==> src/rtl/lab4_rom_reader.sv <==
// Burst reader for the lab4 ROM: fetches COUNT consecutive words and streams them on valid/ready.
// Define LAB4_READER_CHECKSUM_EN to build the running checksum; otherwise checksum is tied to 0.
module lab4_rom_reader #(
    parameter int ADDR_W = 4,
    parameter int DATA_W = 5
) (
    input  logic              CLK,
    input  logic              RESETn,
    input  logic              start,
    input  logic [ADDR_W-1:0] startAddr,
    input  logic [ADDR_W:0]   count,
    output logic [ADDR_W-1:0] romAddr,
    input  logic [DATA_W-1:0] romData,
    output logic [DATA_W-1:0] outData,
    output logic              outValid,
    input  logic              outReady,
    output logic              busy,
    output logic              done,
    output logic [DATA_W-1:0] checksum
);

    typedef enum logic [1:0] {IDLE, FETCH, SEND, FIN} stateT;

    localparam logic [ADDR_W:0]   FULL_CNT = {1'b1, {ADDR_W{1'b0}}};
    localparam logic [ADDR_W:0]   ONE_CNT  = (ADDR_W+1)'(1);
    localparam logic [ADDR_W-1:0] ONE_ADDR = ADDR_W'(1);

    stateT           state, stateNext;
    logic [ADDR_W:0] remaining;
    logic            accept;

    assign accept = (state == SEND) && outReady;
    assign busy   = (state != IDLE);
    assign done   = (state == FIN);

    always_ff @(posedge CLK) begin
        if (!RESETn) state <= IDLE;
        else         state <= stateNext;
    end

    always_comb begin
        stateNext = state;
        case (state)
            IDLE:    if (start) stateNext = FETCH;
            FETCH:   stateNext = SEND;
            SEND:    if (outReady) stateNext = (remaining == ONE_CNT) ? FIN : FETCH;
            FIN:     stateNext = IDLE;
            default: stateNext = IDLE;
        endcase
    end

    // romAddr is only moved on start and on acceptance, so it idles at last+1.
    always_ff @(posedge CLK) begin
        if (!RESETn) begin
            romAddr   <= '0;
            outData   <= '0;
            outValid  <= 1'b0;
            remaining <= '0;
        end else begin
            case (state)
                IDLE: if (start) begin
                    romAddr   <= startAddr;
                    remaining <= (count == '0) ? FULL_CNT : count;
                end
                FETCH: begin
                    outData  <= romData;
                    outValid <= 1'b1;
                end
                SEND: if (outReady) begin
                    outValid  <= 1'b0;
                    remaining <= remaining - ONE_CNT;
                    romAddr   <= romAddr + ONE_ADDR;
                end
                default: ;
            endcase
        end
    end

`ifdef LAB4_READER_CHECKSUM_EN
    logic [DATA_W-1:0] sumReg;

    // Cleared on burst start, not on FIN, so the result stays readable in IDLE.
    always_ff @(posedge CLK) begin
        if (!RESETn)                      sumReg <= '0;
        else if (state == IDLE && start)  sumReg <= '0;
        else if (accept)                  sumReg <= sumReg + outData;
    end

    assign checksum = sumReg;
`else
    assign checksum = '0;
`endif

endmodule
==> config.mk <==
export PLATFORM = sky130hd
export DESIGN_NAME = lab4_rom_reader
export DESIGN_NICKNAME = d
export VERILOG_FILES = /design/src/rtl/lab4_rom_reader.sv
export SDC_FILE = /design/constraint.sdc
export NUM_CORES = 1
export LEC_CHECK = 0
export CAP_MARGIN = 30
export CORE_ASPECT_RATIO = 0.8
export CORE_MARGIN = 2
export CORE_UTILIZATION = 40
export CTS_BUF_LIST = sky130_fd_sc_hd__clkbuf_4 sky130_fd_sc_hd__clkbuf_8
export DETAILED_ROUTE_END_ITERATION = 10
export PLACE_DENSITY = 0.72
export REMOVE_ABC_BUFFERS = 1
export SYNTH_ARGS = -nofsm -noshare
export SYNTH_HDL_FRONTEND = slang
export SYNTH_SLANG_ARGS = --single-unit
==> constraint.sdc <==
create_clock -name CLK -period 1.3 [get_ports CLK]
set_clock_uncertainty 0.05 [all_clocks]
set_input_delay 0.195 -clock CLK [delete_from_list [all_inputs] [get_ports CLK]]
set_output_delay 0.195 -clock CLK [all_outputs]
set_load 0.01 [all_outputs]
Word-level counts from Yosys, hierarchy flattened:

Index checks and enable logic that the tools add are counted.

* output and inout bits: 17
* bits in registers: 17
* logic and storage cells: 34
* bits of input ports: 18

* reductions and logical operators: 8
* muxes and demuxes: 13
* equality and inequality tests: 6
* add/sub/neg operators: 2

Operators with widths (count)
* two-way mux 5 bit: 3
* case mux 5 bit (2 select lines): 1
* two-way mux 4 bit: 2
* case mux 2 bit (4 select lines): 1
* case mux 4 bit (2 select lines): 1
* two-way mux 2 bit: 3
* nonzero test 2 bit: 3
* == test 5 x 1 -> 1 bit (second input constant): 1
* logical NOT 5 bit: 1
* subtractor 5 x 1 -> 5 bit (second input constant): 1
* adder 4 x 1 -> 4 bit (second input constant): 1
* == test 2 bit (second input constant): 2
* inequality test 2 bit (second input constant): 2
* AND reduction 2 bit: 2
* AND reduction 3 bit: 1
* == test 2 x 1 -> 1 bit (second input constant): 1
* logical NOT 2 bit: 1
* case mux 1 bit (2 select lines): 1
* two-way mux 1 bit: 1

Longest topological paths before layout:

* depth after elaboration: 4
* depth in mapped cells: 5
* gate-level depth less buffers: 5

Worst setup path after synthesis:

Ideal clock, no wire load.

* kind: flip-flop to flip-flop
* from: reg remaining[0]
* to: reg remaining[4]
* data required time: 1.123 ns
* slack: -0.080 ns
* buffers on the path: 0
* clock period less this slack: 1.380 ns
* arrival: 1.202 ns
* stages on the path, launching flop included: 6
* setup time: 0.127 ns
* path through: dfxtp_1 inv_1 ha_1 or3b_1 a211oi_1 o32ai_1

* longest elaborated chain between the ends: 3

RTL lines
* start: declaration: RTL line 29 `logic [ADDR_W:0] remaining;`
* start signal: assignment: RTL line 63 `remaining <= (count == '0) ? FULL_CNT : count;`
* start signal: assignment: RTL line 71 `remaining <= remaining - ONE_CNT;`
* subtractor 5 x 1 -> 5 bit: RTL line 71
* two-way mux 5 bit: RTL line 69 `SEND: if (outReady) begin`
* case mux 5 bit (2 select lines): RTL line 60 `case (state)`

No other way between the ends. The select of a mux whose other input is x is not followed.
A chain may end at the register's enable or synchronous reset.

Worst setup path in the final report:

* from: reg state[0]
* to: reg remaining[3]

* longest elaborated chain between the ends: 3
* elaborated cells between the ends (all ways): 7
* those cells by class: eq/ne: 3; mux: 1; reduce/logical: 3

RTL lines
* start: declaration: RTL line 28 `stateT state, stateNext;`
* start signal: assignment: RTL line 38 `else state <= stateNext;`
* == test 2 bit or logical NOT 2 bit (tied branches): RTL line 60
* inequality test 2 bit (no source line) or nonzero test 2 bit (tied branches)
* AND reduction 3 bit (no source line)

Parallel ways exist; a longest one is shown, timed or not.

==> results.md <==
* TritonRoute pass-1 iters at 7
* Worst path top cell family by delay: flip-flops
* Max Fclk at 700 MHz
* Final max-slew violation count at 0
* P&R area growth vs syn at 68.4%
* Share of the synthesized area in the top cell type at 0.353
* Worst hold start: startAddr[1]
* Critical Path AT at 1620 ps
* Reg2reg setup slack at -130 ps
* Vias per inst at 5.75
* Most common cell after layout, fill and taps aside: clkdlybuf4s50_1
* CP Capture Type: flop
* Buffers on Ports at 29
* Fillers at 163
* Critical path type: flop to flop
* Vias in the first global route at 961
* Count of cell types in the netlist at 39
* Largest net degree at the start of global routing at 10
* DRT antenna net count at 0
* Htree depth at 1
* Detailed placement HPWL at about 1.8 mm
* DR iter-0 viols at 30
* Final core utilization at 0.733
* Main area contributors after synthesis: dfxtp_1, mux2i_1, buf_4
* Max stage delay on crit path at around 370 ps
* Share of cells above drive strength 1 at 0.373
* # rows at 15
* Mean post-synth cell area at between 8 and 9 sq um
* Cell leakage power at 0.696 nW
* Final Total Pwr at 1.46 mW
* Commonest non-fill, non-tap cells in the layout: clkdlybuf4s50_1, buf_4, dfxtp_1
* Reg2reg start: state[0]
* Inserted Diodes at 0
* Crit path buffers/inverters at 2
* Total track usage at 0.220
* Slowest cell on the critical path: dfxtp_4
* First-pass GRT wire length at 4.49 mm
* Yosys warning count at 0
* Post-Syn Area at between 900 and 1000 sq um
* Total gr overflow at 0
* Crit Path Max Fanout at 5
* Cts-stage hold buffer count at 0
* Final nets at 180
* Core area at 2210 sq um
* Die area at 2820 sq um
* Min-Delay Path Class: input port to flop
* CTS tree: yes
* GPL Wtd Cong at between 0.8 and 0.9
* Biggest area consumer among synthesized cells: dfxtp_1
* RSZ-0062 raised after global routing: yes
* Clock Root Buffer: clkbuf_4
* Initial antenna violation count at 0
* Final hold vios at 0
* Register area at between 300 and 400 sq um
* Die W at 58.9 microns
* #FFs+latches synth at 17
* Clock Latency Late Sink at about 310 ps
* Period utilization at 1.10
* Worst Setup Start Kind: flop
* Clk buf depth at 2
* Worst-path clk slew at 100 ps
* Worst vdd ir at 0.592 mV
* WL final at 3.16 mm
* Hold path cells at 3
* Setup violations, final at 11
* Critical Path RT at 1490 ps
* Worst reg-to-reg path cell count at 5
* Setup ws final at -128 ps
* R2r endpoint: remaining[3]
* CP Cell Sequence: buf_6 -> buf_8 -> or3b_4 -> a2bb2oi_2 -> o22ai_2
* Wirelength per Cell at 17.3 microns
* Total CTS buffers at 3
* Final setup TNS at -799 ps
* Post-Syn Instances at approximately 110
* MaxCap Viol Count at 0
* Routed via count at 1053
* Power Density at 902 nW/um^2
* Minimum clock period at 1430 ps
* Multi-input logic area at 664 sq um
* Starting Density at 0.435
* Status: finished, violations left
* Ports at 35
* Residual DRC at 2
* Hold Path End: romAddr[1]
* Failing checks: DRC, setup timing
* Fin Hold WS at just over 400 ps
* Clk sinks at 17
* Seq/Total Area, Yosys at 0.353
* Die height at ~48 microns
-- synth_stat cells, drive strengths merged --
| cell | n |
|---|---|
| a211oi | 4 |
| nand2 | 7 |
| nor4bb | 2 |
| o311a | 1 |
| ha | 3 |
| inv | 6 |
| or4b | 1 |
| or2 | 1 |
| o22ai | 2 |
| and2 | 2 |
| nand2b | 1 |
| mux2i | 6 |
| nor2b | 1 |
| o211ai | 2 |
| nor2 | 7 |
| or3 | 1 |
| a221oi | 2 |
| or3b | 3 |
| o21ai | 3 |
| mux2 | 1 |
| buf | 11 |
| a21oi | 8 |
| conb | 1 |
| o211a | 2 |
| nor4 | 1 |
| nor3 | 1 |
| a2bb2oi | 2 |
| o32ai | 3 |
| nand3 | 3 |
| o21a | 1 |
| a311oi | 1 |
| clkinv | 1 |
| dfxtp | 17 |
-- sequential cells by signal, indices dropped and copies added, names as in the netlist --
signal     cells
outData        5
outValid       1
remaining      5
romAddr        4
state          2
-- stage by stage --
| step | cells | area (sq um) | setup slack (ps) |
|---|---|---|---|
| 2_1_floorplan | 101 | 902 | -221 |
| 3_3_place_gp | 172 | 1360 | -242 |
| 3_5_place_dp | 172 | 1360 | -267 |
| 4_1_cts | 181 | 1550 | -104 |
| 5_1_grt | 183 | 1620 | -163 |
| 6_report | 183 | 1620 | -128 |
-- power breakdown --
group	leakage [nW]	switching [mW]	internal [mW]
combinational	0.535	0.234	0.297
clock	0.0184	0.185	0.141
sequential	0.142	0.0430	0.564
-- metal layers --
| layer | global-route usage | vias up | share of wire |
|---|---|---|---|
| li1 | - | 491 | - |
| met1 | 0.263 | 499 | 0.42 |
| met2 | 0.362 | 51 | 0.48 |
| met3 | 0.0784 | 12 | 0.076 |
| met4 | 0.105 | 0 | 0.029 |
| met5 | 0 | - | 0 |
-- worst register-to-register path: cells and delay by family (launching register included) --
kind	cells	cell delay, ps
DFF	1	370
and+or+nand+nor	1	370
AOI/OAI and AO/OA	2	330
buffers and inverters	2	240
-- worst max-delay path by stage --
stage,end,from,depth (start not counted)
floorplan,remaining[1],state[1],3
finish,remaining[3],state[0],5
global placement,remaining[1],outReady,4
detailed placement,remaining[1],outReady,4
CTS,remaining[4],state[1],5
global route,remaining[4],remaining[0],5
-- timing repair --
action / 4_1_cts / 5_1_grt
pin swaps: 15 / 8
gates cloned: 1 / 0
setup endpoints to repair: 22 / 18
gates resized for setup: 42 / 16
buffers inserted: 4 / 2
-- cells by family (layout without fill, tap and decap cells) --
| logic type | after synthesis | in the layout | share of synthesized area |
|---|---|---|---|
| AO/OA/AOI/OAI | 31 | 31 | 0.229 |
| AND/OR/NAND/NOR | 31 | 31 | 0.187 |
| buffers and inverters | 18 | 64 | 0.106 |
| flip-flops | 17 | 17 | 0.353 |
| multiplexers | 7 | 7 | 0.0818 |
| adder cells (fa/ha/maj) | 3 | 3 | 0.0390 |
| other | 1 | 5 | 0.00389 |
-- final cells by class --
cell class,count,area share
clock buffers,4,0.0185
inverters,7,0.0177
multi-input cells,77,0.409
flip-flops and latches,17,0.215
well taps,25,0.0193
repair buffers,53,0.320
Note: power is estimated with default switching activity, not from simulation.
